--- config.mk ---
export PLATFORM = sky130hd
export DESIGN_NAME = assoc_wb_cache_flat
export DESIGN_NICKNAME = d
export VERILOG_FILES = /design/src/rtl/assoc_wb_cache_if.sv /design/src/rtl/assoc_wb_cache.sv /design/src/flat_wrapper.sv
export SDC_FILE = /design/constraint.sdc
export NUM_CORES = 1
export LEC_CHECK = 0
export ABC_AREA = 1
export BUFFER_PORTS_ARGS = -buffer_cell sky130_fd_sc_hd__buf_2
export CAP_MARGIN = 20
export CELL_PAD_IN_SITES_DETAIL_PLACEMENT = 0
export CELL_PAD_IN_SITES_GLOBAL_PLACEMENT = 1
export CORE_ASPECT_RATIO = 1.2
export CORE_MARGIN = 4
export CORE_UTILIZATION = 35
export DETAILED_ROUTE_END_ITERATION = 8
export GPL_TIMING_DRIVEN = 0
export PLACE_DENSITY_LB_ADDON = 0.1
export SLEW_MARGIN = 5
export SYNTH_ARGS = -nofsm -noshare
export SYNTH_HDL_FRONTEND = slang
export SYNTH_SLANG_ARGS = --single-unit
--- constraint.sdc ---
create_clock -name clk -period 7.71 [get_ports clk]
set_input_delay 1.542 -clock clk [delete_from_list [all_inputs] [get_ports clk]]
set_output_delay 1.542 -clock clk [all_outputs]
set_load 0.01 [all_outputs]
--- src/rtl/assoc_wb_cache_if.sv ---
// Bundle of datapath-side and memory-side signals for one assoc_wb_cache channel.
// slave is the cache's view; master is the combined datapath + memory view.
interface assoc_wb_cache_if #(
  parameter int WORD_SIZE       = 16,
  parameter int WORDS_PER_BLOCK = 4
);
  localparam int BLK_W = WORD_SIZE * WORDS_PER_BLOCK;

  logic                 c_read;
  logic                 c_write;
  logic [WORD_SIZE-1:0] c_addr;
  logic [WORD_SIZE-1:0] c_wdata;
  logic [WORD_SIZE-1:0] c_rdata;
  logic                 c_ready;
  logic                 c_hit;
  logic                 m_read;
  logic                 m_write;
  logic [WORD_SIZE-1:0] m_addr;
  logic [BLK_W-1:0]     m_wdata;
  logic [BLK_W-1:0]     m_rdata;
  logic                 m_ack;

  modport master (
    output c_read, c_write, c_addr, c_wdata, m_rdata, m_ack,
    input  c_rdata, c_ready, c_hit, m_read, m_write, m_addr, m_wdata
  );

  modport slave (
    input  c_read, c_write, c_addr, c_wdata, m_rdata, m_ack,
    output c_rdata, c_ready, c_hit, m_read, m_write, m_addr, m_wdata
  );
endinterface

--- src/rtl/assoc_wb_cache.sv ---
// Write-back, write-allocate 1/2-way set-associative cache with LRU and req/ack memory side.
// Optional hit/access counters enabled by defining CACHE_PERF_CNT_EN.
module assoc_wb_cache #(
  parameter int WORD_SIZE       = 16,
  parameter int NUM_SETS        = 4,
  parameter int WORDS_PER_BLOCK = 4,
  parameter int ASSOC           = 2
) (
  input  logic                 clk,
  input  logic                 reset_n,
  assoc_wb_cache_if.slave      bus
`ifdef CACHE_PERF_CNT_EN
  ,
  output logic [WORD_SIZE-1:0] access_cnt,
  output logic [WORD_SIZE-1:0] hit_cnt
`endif
);
  localparam int OFF_W = $clog2(WORDS_PER_BLOCK);
  localparam int IDX_W = $clog2(NUM_SETS);
  localparam int TAG_W = WORD_SIZE - IDX_W - OFF_W;
  localparam int BLK_W = WORD_SIZE * WORDS_PER_BLOCK;

  typedef enum logic [1:0] {IDLE, WB, FILL, RESPOND} stateT;

  stateT                state;
  logic [TAG_W-1:0]     tagArr  [NUM_SETS][ASSOC];
  logic [BLK_W-1:0]     dataArr [NUM_SETS][ASSOC];
  logic [ASSOC-1:0]     valid   [NUM_SETS];
  logic [ASSOC-1:0]     dirty   [NUM_SETS];
  logic [NUM_SETS-1:0]  lru;

  logic                 victimWay;
  logic                 victimSel;
  logic                 hitWay;
  logic                 hit;
  logic                 mRead;
  logic                 mWrite;
  logic [WORD_SIZE-1:0] mAddr;
  logic [BLK_W-1:0]     mWdata;

  logic                 req;
  logic                 isWrite;
  logic [TAG_W-1:0]     addrTag;
  logic [IDX_W-1:0]     addrIdx;
  logic [OFF_W-1:0]     addrOff;
  logic [WORD_SIZE-1:0] fillAddr;

  assign req      = bus.c_read | bus.c_write;
  assign isWrite  = bus.c_write;
  assign addrTag  = bus.c_addr[WORD_SIZE-1 -: TAG_W];
  assign addrIdx  = bus.c_addr[OFF_W +: IDX_W];
  assign addrOff  = bus.c_addr[OFF_W-1:0];
  assign fillAddr = {addrTag, addrIdx, {OFF_W{1'b0}}};

  assign bus.m_read  = mRead;
  assign bus.m_write = mWrite;
  assign bus.m_addr  = mAddr;
  assign bus.m_wdata = mWdata;

  function automatic logic [WORD_SIZE-1:0] wordOf(input logic [BLK_W-1:0] line,
                                                  input logic [OFF_W-1:0] off);
    logic [WORD_SIZE-1:0] w;
    w = '0;
    for (int k = 0; k < WORDS_PER_BLOCK; k++)
      if (off == OFF_W'(k)) w = line[k*WORD_SIZE +: WORD_SIZE];
    return w;
  endfunction

  function automatic logic [BLK_W-1:0] mergeWord(input logic [BLK_W-1:0] line,
                                                 input logic [OFF_W-1:0] off,
                                                 input logic [WORD_SIZE-1:0] data);
    logic [BLK_W-1:0] l;
    l = line;
    for (int k = 0; k < WORDS_PER_BLOCK; k++)
      if (off == OFF_W'(k)) l[k*WORD_SIZE +: WORD_SIZE] = data;
    return l;
  endfunction

  // LRU points at the way to evict next, so a touch moves it to the other way.
  function automatic logic otherWay(input logic w);
    return (ASSOC == 2) ? ~w : 1'b0;
  endfunction

  always_comb begin
    hit    = 1'b0;
    hitWay = 1'b0;
    for (int w = 0; w < ASSOC; w++)
      if (valid[addrIdx][w] && tagArr[addrIdx][w] == addrTag) begin
        hit    = 1'b1;
        hitWay = 1'(w);
      end
  end

  // Lowest invalid way wins; otherwise fall back to the LRU way.
  always_comb begin
    victimSel = (ASSOC == 2) ? lru[addrIdx] : 1'b0;
    for (int w = ASSOC - 1; w >= 0; w--)
      if (!valid[addrIdx][w]) victimSel = 1'(w);
  end

  always_comb begin
    bus.c_ready = 1'b0;
    bus.c_hit   = 1'b1;
    bus.c_rdata = '0;
    case (state)
      IDLE: begin
        if (req) begin
          bus.c_hit   = hit;
          bus.c_ready = hit;
          if (hit && !isWrite) bus.c_rdata = wordOf(dataArr[addrIdx][hitWay], addrOff);
        end
      end
      WB, FILL: bus.c_hit = 1'b0;
      RESPOND: begin
        bus.c_ready = 1'b1;
        bus.c_hit   = 1'b0;
        if (!isWrite) bus.c_rdata = wordOf(dataArr[addrIdx][victimWay], addrOff);
      end
      default: ;
    endcase
  end

  always_ff @(posedge clk or negedge reset_n) begin
    if (!reset_n) begin
      state     <= IDLE;
      valid     <= '{default: '0};
      dirty     <= '{default: '0};
      lru       <= '0;
      victimWay <= 1'b0;
      mRead     <= 1'b0;
      mWrite    <= 1'b0;
      mAddr     <= '0;
      mWdata    <= '0;
`ifdef CACHE_PERF_CNT_EN
      access_cnt <= '0;
      hit_cnt    <= '0;
`endif
    end else begin
      case (state)
        IDLE: begin
          if (req) begin
`ifdef CACHE_PERF_CNT_EN
            access_cnt <= access_cnt + WORD_SIZE'(1);
            if (hit) hit_cnt <= hit_cnt + WORD_SIZE'(1);
`endif
            if (hit) begin
              lru[addrIdx] <= otherWay(hitWay);
              if (isWrite) dirty[addrIdx][hitWay] <= 1'b1;
            end else begin
              victimWay <= victimSel;
              if (valid[addrIdx][victimSel] && dirty[addrIdx][victimSel]) begin
                state  <= WB;
                mWrite <= 1'b1;
                mAddr  <= {tagArr[addrIdx][victimSel], addrIdx, {OFF_W{1'b0}}};
                mWdata <= dataArr[addrIdx][victimSel];
              end else begin
                state <= FILL;
                mRead <= 1'b1;
                mAddr <= fillAddr;
              end
            end
          end
        end
        WB: begin
          if (bus.m_ack) begin
            dirty[addrIdx][victimWay] <= 1'b0;
            mWrite <= 1'b0;
            mWdata <= '0;
            mRead  <= 1'b1;
            mAddr  <= fillAddr;
            state  <= FILL;
          end
        end
        FILL: begin
          if (bus.m_ack) begin
            valid[addrIdx][victimWay] <= 1'b1;
            dirty[addrIdx][victimWay] <= 1'b0;
            mRead <= 1'b0;
            mAddr <= '0;
            state <= RESPOND;
          end
        end
        RESPOND: begin
          if (isWrite) dirty[addrIdx][victimWay] <= 1'b1;
          lru[addrIdx] <= otherWay(victimWay);
          state        <= IDLE;
        end
        default: state <= IDLE;
      endcase
    end
  end

  // Line storage needs no reset; valid bits gate every use and reset forces IDLE.
  always_ff @(posedge clk) begin
    if (state == IDLE && req && hit && isWrite)
      dataArr[addrIdx][hitWay] <= mergeWord(dataArr[addrIdx][hitWay], addrOff, bus.c_wdata);
    if (state == FILL && bus.m_ack) begin
      dataArr[addrIdx][victimWay] <= bus.m_rdata;
      tagArr[addrIdx][victimWay]  <= addrTag;
    end
    if (state == RESPOND && isWrite)
      dataArr[addrIdx][victimWay] <= mergeWord(dataArr[addrIdx][victimWay], addrOff, bus.c_wdata);
  end
endmodule

--- src/flat_wrapper.sv ---
// flat-port wrapper written by rule: the top's interface ports become plain ports
module assoc_wb_cache_flat 
#(
  parameter int WORD_SIZE       = 16,
  parameter int NUM_SETS        = 4,
  parameter int WORDS_PER_BLOCK = 4,
  parameter int ASSOC           = 2
)
  (clk, reset_n, bus_c_read, bus_c_write, bus_c_addr, bus_c_wdata, bus_m_rdata, bus_m_ack, bus_c_rdata, bus_c_ready, bus_c_hit, bus_m_read, bus_m_write, bus_m_addr, bus_m_wdata);
  assoc_wb_cache_if #(.WORD_SIZE(WORD_SIZE), .WORDS_PER_BLOCK(WORDS_PER_BLOCK)) bus_i ();
  input  logic clk;
  input  logic reset_n;
  input wire logic [$bits(bus_i.c_read)-1:0] bus_c_read;
  input wire logic [$bits(bus_i.c_write)-1:0] bus_c_write;
  input wire logic [$bits(bus_i.c_addr)-1:0] bus_c_addr;
  input wire logic [$bits(bus_i.c_wdata)-1:0] bus_c_wdata;
  input wire logic [$bits(bus_i.m_rdata)-1:0] bus_m_rdata;
  input wire logic [$bits(bus_i.m_ack)-1:0] bus_m_ack;
  output wire logic [$bits(bus_i.c_rdata)-1:0] bus_c_rdata;
  output wire logic [$bits(bus_i.c_ready)-1:0] bus_c_ready;
  output wire logic [$bits(bus_i.c_hit)-1:0] bus_c_hit;
  output wire logic [$bits(bus_i.m_read)-1:0] bus_m_read;
  output wire logic [$bits(bus_i.m_write)-1:0] bus_m_write;
  output wire logic [$bits(bus_i.m_addr)-1:0] bus_m_addr;
  output wire logic [$bits(bus_i.m_wdata)-1:0] bus_m_wdata;
  assign bus_i.c_read = bus_c_read;
  assign bus_i.c_write = bus_c_write;
  assign bus_i.c_addr = bus_c_addr;
  assign bus_i.c_wdata = bus_c_wdata;
  assign bus_i.m_rdata = bus_m_rdata;
  assign bus_i.m_ack = bus_m_ack;
  assign bus_c_rdata = bus_i.c_rdata;
  assign bus_c_ready = bus_i.c_ready;
  assign bus_c_hit = bus_i.c_hit;
  assign bus_m_read = bus_i.m_read;
  assign bus_m_write = bus_i.m_write;
  assign bus_m_addr = bus_i.m_addr;
  assign bus_m_wdata = bus_i.m_wdata;
  assoc_wb_cache #(.WORD_SIZE(WORD_SIZE), .NUM_SETS(NUM_SETS), .WORDS_PER_BLOCK(WORDS_PER_BLOCK), .ASSOC(ASSOC)) u_core (.clk(clk), .reset_n(reset_n), .bus(bus_i));
endmodule
==> results of run 1 <==
[sequential cells by signal, indices dropped and copies added (netlist names)]
signal              count
u_core.dirty            8
u_core.bus.m_addr      14
u_core.bus.m_wdata     64
u_core.state            2
u_core.tagArr          96
u_core.valid            8
u_core.dataArr        512
u_core.victimWay        1
u_core.lru              4
u_core.bus.m_write      1
u_core.bus.m_read       1
[cell type report]
class / instances / area [um^2] / share of cell area
tap: 1280 / 1600 / 0.0389
antenna: 7 / 17.5 / 0.000425
timing repair buffer: 266 / 2160 / 0.0525
clock buffer: 104 / 2200 / 0.0533
inverter: 188 / 706 / 0.0171
buffer: 240 / 1130 / 0.0274
clock inverter: 39 / 342 / 0.00829
sequential: 711 / 20800 / 0.506
multi-input combinational: 2664 / 12200 / 0.296
[Yosys cell counts (6+ instances only)]
cell type | number | area (um^2)
inv_1 | 178 | 668
inv_2 | 7 | 26.3
buf_1 | 18 | 67.6
o21ai_0 | 359 | 1800
a21oi_1 | 178 | 891
nand3b_1 | 6 | 45.0
nand4_1 | 13 | 81.3
nand3_1 | 218 | 1090
buf_4 | 13 | 97.6
dfrtp_1 | 103 | 2580
a221oi_1 | 71 | 622
o22ai_1 | 8 | 50.1
nand2_2 | 6 | 37.5
nand2_1 | 1411 | 5300
o21ai_1 | 106 | 531
buf_6 | 13 | 146
edfxtp_1 | 608 | 18300
nor2_1 | 137 | 514
clkbuf_1 | 136 | 510
a22o_1 | 25 | 219
and2_1 | 27 | 169
a22oi_1 | 64 | 480
buf_2 | 60 | 300
[how the worst max path moves through the flow]
stage | slack, ns | to | depth (start not counted) | start
6_report | 0.35 | bus_c_rdata[7] | 18 | bus_c_addr[2]
5_1_grt | 0.42 | bus_c_rdata[7] | 18 | bus_c_addr[2]
4_1_cts | 0.60 | bus_c_rdata[7] | 18 | bus_c_addr[2]
3_5_place_dp | 0.60 | bus_c_rdata[7] | 18 | bus_c_addr[2]
3_3_place_gp | -3.61 | u_core.dataArr[0][111] | 17 | bus_c_addr[2]
2_1_floorplan | 1.49 | u_core.dataArr[0][100] | 19 | bus_c_addr[2]
[tightest hold or removal path, cell delays in order, from the launching register on]
cell     delay [ns]
dfrtp_1        0.32
inv_1          0.04
o21ai_0        0.06
[logic make-up (layout without fill, tap and decap cells)]
| kind of cell | after synthesis | count (layout) | share of synthesized area |
|---|---|---|---|
| other cells | 1 | 9 | 0.000108 |
| compound gates | 823 | 823 | 0.135 |
| fa+ha+maj | 5 | 5 | 0.00180 |
| buf+inv | 428 | 837 | 0.0525 |
| mux | 1 | 1 | 0.000288 |
| flops | 711 | 711 | 0.599 |
| simple gates | 1833 | 1833 | 0.212 |
[per-layer routing]
metal,vias up,GRT usage,share of wire
li1,13800,-,-
met1,15600,0.439,0.37
met2,2007,0.562,0.45
met3,613,0.0837,0.098
met4,2,0.247,0.087
met5,-,0,0.000052
[power groups by stage]
stage                     clock (uW)  sequential (uW)  combinational, uW
after floorplan                    0             5240               2180
after global placement             0             5200               4570
after detailed placement           0             5170               4750
after CTS                       3810             5090               4760
after global routing            3960             5130               5130
final                           3760             5090               4920
[per-stage QoR]
| stage | setup TNS, ns | total power [uW] | std cells |
|---|---|---|---|
| floorplan | 0 | 7420 | 3803 |
| global placement | -1770.06 | 9780 | 5280 |
| detailed placement | 0 | 9920 | 5343 |
| CTS | 0 | 13700 | 5486 |
| global route | 0 | 14200 | 5492 |
| finish | 0 | 13800 | 5499 |
==> impl_results.md, run 1 <==
* Largest net degree at the start of global routing at 74
* Most common cell after layout, fill and taps aside: nand2_1
* Slew headroom at 0.103
* Cell area after layout at slightly above 40000 um^2
* Most common cell on crit path: nand2_1
* Clock Pin Slew Worst Setup and Hold Paths at 0.06 ns
* Mapped cell area at 34800 um^2
* Final WS setup at about 0.35 ns
* Sequential area share after synthesis at 0.599
* Final Slew Violations at 0
* Die Wd at between 200 and 300 um
* # hold bufs at CTS at 0
* Final hold slack at 0.457 ns
* Worst reg2reg endpoint: u_core.dataArr[3][32]
* Total Routed Length at 192000 um
* Setup crit end kind: output port
* Crit-path leading delay family: simple AND/OR/NAND/NOR gates
* Worst-margin pin slew at 1.34 ns
* Row count at 126
* FF-to-FF Start: u_core.state[0]
* Fillers at 9890
* GRT Residual Overflow at 0
* Max Cap Viol at 0
* Period Utilization, post-route at 0.955
* Async SR Flop Fraction at 0.145
* Critical path required time at 6.17 ns
* TritonCTS clock tree: done
* Post-DP Area at 38600 um^2
* Clock root buffer: clkbuf_16
* Port bufs at 197
* Total GRT Usage at 0.359
* Avg Cell Area, Syn at around 9.2 um^2
* CP cell instances: buf_2, buf_6, nor2_2, a21oi_1, nand2_1, nand2_1, nor2_1, nand2_1, nor2_1, buf_2, buf_4, nand3_1, nand3_1, nand2_1, nor2_1, nand2_1, a21oi_1, buf_2
* Starting DRT DRC Count at 4216
* Final Skew at between 0.03 and 0.04 ns
* Core area at 98500 um^2
* Synth unique cells at 43
* CTS-repair resized insts at 0
* Switch share at 0.400
* Crit path buf inv count at 5
* Fraction of layout cells with a size suffix above 1 at 0.120
* Synthesis Warnings at 0
* Worst Hold End: u_core.valid[7]
* Max frequency at between 100 and 150 MHz
* Combinational share of power at 0.357
* Int Power at approximately 8300 uW
* Antenna Nets Post-Route at 0
* CTS H-Tree Depth at 3
* Crit-path max FO at 10
* Hold wc startpoint: u_core.valid[7]
* # setup viols final at 0
* Sink Count at 711
* Worst setup SP type: primary input
* Vias in the first global route at 30200
* IO Pins at between 200 and 250
* Most frequent cells in the layout: 1411 x nand2_1, 608 x edfxtp_1, 359 x o21ai_0, 257 x buf_2, 218 x nand3_1
* Initial antenna violation count at 9
* Global placement routability congestion at about 1.0
* Die Y-Extent at ~350 um
* TritonRoute pass-1 iters at 6
* CP Class: primary input to output port
* CP max stage cell: nor2_1
* Area added between synthesis and finish at 18.4%
* Outcome: completed
* Initial core utilization at 0.353
* Min-Delay Path Depth at 2
* Crit path DAT at 5.82 ns
* Final min period at approximately 7.4 ns
* Slowest stage delay, CP at 0.68 ns
* Nets at approximately 4300
* Final Util at 0.418
* Die area at roughly 100000 um^2
* Clock power share at 0.273
* Reg2reg path depth at 11
* Setup Fix Bufs, Post-CTS at 0
* Reg2reg setup slack at 3.01 ns
* #FFs+latches synth at 711
* Final Hold Fails at 0
* Switching pwr at 5510 uW
* Main synth FF type: edfxtp_1
* Leakage at 0.0168 uW
* Cells after Synth at 3802
* WL/cell at between 30 and 40 um
* Max IR drop VDD at roughly 200 uV
* Detailed-route via count at between 30000 and 40000
* Hold crit path type: flop to flop
* Cell Pwr Density at 334 nW/um^2
* Pre-CTS setup slack at 0.604 ns
* RSZ-0062 raised after global routing: no
* EDFF count, synth at roughly 610
* Inserted Clock Buffers at 78
* Post-DR vias/cell at 5.82
* Clock tree buffer depth at 3
* Drt drc at 0
* Reg power frac at 0.370
* First-pass GRT wire length at ~250000 um
* Hpwl dp at 144000 um
* Clock Latency Late Sink at 0.66 ns
Power figures use the tool's default switching activity.
==> inputs of run 2 (changes only) <==
--- a/config.mk
+++ b/config.mk
@@ -6,7 +6,7 @@
 export NUM_CORES = 1
 export LEC_CHECK = 0
 export ABC_AREA = 1
-export BUFFER_PORTS_ARGS = -buffer_cell sky130_fd_sc_hd__buf_2
+export BUFFER_PORTS_ARGS = -buffer_cell sky130_fd_sc_hd__buf_4
 export CAP_MARGIN = 20
 export CELL_PAD_IN_SITES_DETAIL_PLACEMENT = 0
 export CELL_PAD_IN_SITES_GLOBAL_PLACEMENT = 1
==> constraint.sdc (replaced) <==
create_clock -name clk -period 8.95 [get_ports clk]
set_input_delay 1.79 -clock clk [delete_from_list [all_inputs] [get_ports clk]]
set_output_delay 1.79 -clock clk [all_outputs]
set_load 0.01 [all_outputs]
==> impl_results.md, run 2 (synthesis results as in run 1) <==
* Outcome: completed
* Max IR drop VDD at about 160 uV
* Final Hold Fails at 0
* Core area at 98500 um^2
* Die Y-Extent at 353 um
* Max frequency at 125 MHz
* Starting DRT DRC Count at 3978
* Port bufs at between 150 and 200
* Switch share at 0.400
* Detailed-route via count at 31900
* Critical path required time at 7.16 ns
* TritonCTS clock tree: done
* Most frequent cells in the layout: 1411 x nand2_1, 608 x edfxtp_1, 359 x o21ai_0, 218 x nand3_1, 213 x buf_4
* Clock Pin Slew Worst Setup and Hold Paths at approximately 0.060 ns
* Initial core utilization at 0.353
* Slew headroom at 0.0136
* CP Class: primary input to output port
* Int Power at 7190 uW
* Register with the most flip-flops: u_core.dataArr
* Crit-path leading delay family: buffers and inverters
* Final TNS setup at 0 ns
* TritonRoute pass-1 iters at 6
* Cell Pwr Density at ~290 nW/um^2
* CP max stage cell: clkbuf_1
* Max reg flops at about 510
* GRT Residual Overflow at 0
* Area added between synthesis and finish at 19.3%
* CTS H-Tree Depth at 3
* Clock tree buffer depth at 3
* First-pass GRT wire length at 255000 um
* Setup Fix Bufs, Post-CTS at 0
* Switching pwr at 4800 uW
* RSZ-0062 raised after global routing: no
* Leakage at 0.0168 uW
* Nets at 4244
* Initial antenna violation count at 9
* Drt drc at 0
* Final hold slack at 0.456 ns
* Final min period at 7.97 ns
* Vias in the first global route at about 30000
* CP cell instances: buf_4, buf_6, nor2_2, clkbuf_1, buf_1, a221oi_1, o21ai_0, o21ai_0, a21oi_1, nand2_1, a21oi_1, buf_4
* Combinational share of power at 0.360
* Global placement routability congestion at 1.04
* Crit-path max FO at 11
* Hpwl dp at 143000 um
* Total GRT Usage at 0.361
* Die area at 105000 um^2
* Antenna Nets Post-Route at 0
* CP Depth at 12
* Inserted Clock Buffers at 78
* Post-DR vias/cell at 5.82
* Reg power frac at 0.368
* Fraction of layout cells with a size suffix above 1 at 0.122
* Cell area after layout at 41500 um^2
* Period Utilization, post-route at 0.891
* Clock root buffer: clkbuf_16
* Slowest stage delay, CP at around 0.76 ns
* Setup crit end kind: output port
* Min-Delay Path Depth at 2
* Final Skew at ~0.035 ns
* # setup viols final at 0
* Crit path DAT at between 6 and 7 ns
* WL/cell at 35.1 um
* Post-DP Area at 39000 um^2
* Placed Instances at ~5300
* Clock power share at 0.272
* Post-route insts no fill at ~5500
* Row count at ~130
* Crit path buf inv count at 5
* Reg2reg path depth at 11
* Final Slew Violations at 0
* IO Pins at 201
* Die Wd at 296 um
* # hold bufs at CTS at 0
* Sink Count at a little over 700
* Pwr Total at 12000 uW
* Clock Latency Late Sink at 0.67 ns
* Largest net degree at the start of global routing at 75
* Max Cap Viol at 0
* Total Routed Length at 192000 um
* Worst-margin pin slew at 1.48 ns
* CTS-repair resized insts at 0
* Hold crit path type: flop to flop
* Most common cell after layout, fill and taps aside: nand2_1
* Worst setup SP type: primary input
==> run 2: layer usage <==
| metal | wire (um) | vias up | global-route usage |
|---|---|---|---|
| li1 | - | 13800 | - |
| met1 | 71400 | 15600 | 0.437 |
| met2 | 85400 | 1931 | 0.559 |
| met3 | 18200 | 587 | 0.0861 |
| met4 | 17200 | 6 | 0.265 |
| met5 | 111 | - | 0.00328 |
==> run 2: final timing paths <==
check / startpoint / end / slack [ns]
worst max-delay path: bus_c_addr[2] / bus_c_rdata[11] / 0.98
max in group asynchronous: reset_n / u_core.bus.m_wdata[25] / 7.08
worst min register to register: u_core.valid[7] / u_core.valid[7] / 0.46
worst max register to register: u_core.state[0] / u_core.dataArr[0][22] / 4.31
min in group asynchronous: reset_n / u_core.bus.m_wdata[62] / 1.03
worst min-delay path: u_core.valid[7] / u_core.valid[7] / 0.46
==> run 2: through the flow <==
| step | setup slack [ns] | utilization |
|---|---|---|
| after floorplan | 2.49 | - |
| after global placement | -2.84 | 0.385 |
| after detailed placement | 1.10 | 0.395 |
| after CTS | 1.09 | 0.421 |
| after global routing | 0.949 | 0.421 |
| final | 0.978 | 0.422 |
==> run 2: tightest hold or removal path: stages (launching register included) <==
cell and delay [ns]:
dfrtp_1 0.32, inv_1 0.04, o21ai_0 0.06
==> run 2: area by class of cell <==
cell class / count / area, um^2
sequential: 711 / 20800
buffer: 240 / 1130
tap: 1280 / 1600
clock inverter: 48 / 437
fill: 9836 / 57000
multi-input combinational: 2664 / 12200
antenna: 6 / 15.0
inverter: 188 / 706
clock buffer: 96 / 2110
timing repair buffer: 255 / 2480
==> run 2: power by group through the flow <==
stage                     Combinational (uW)  Sequential, uW  Clock [uW]
after global placement                  4040            4500           0
after detailed placement                4180            4470           0
after floorplan                         1880            4520           0
after global routing                    4480            4440        3440
after CTS                               4190            4410        3300
final                                   4320            4410        3260
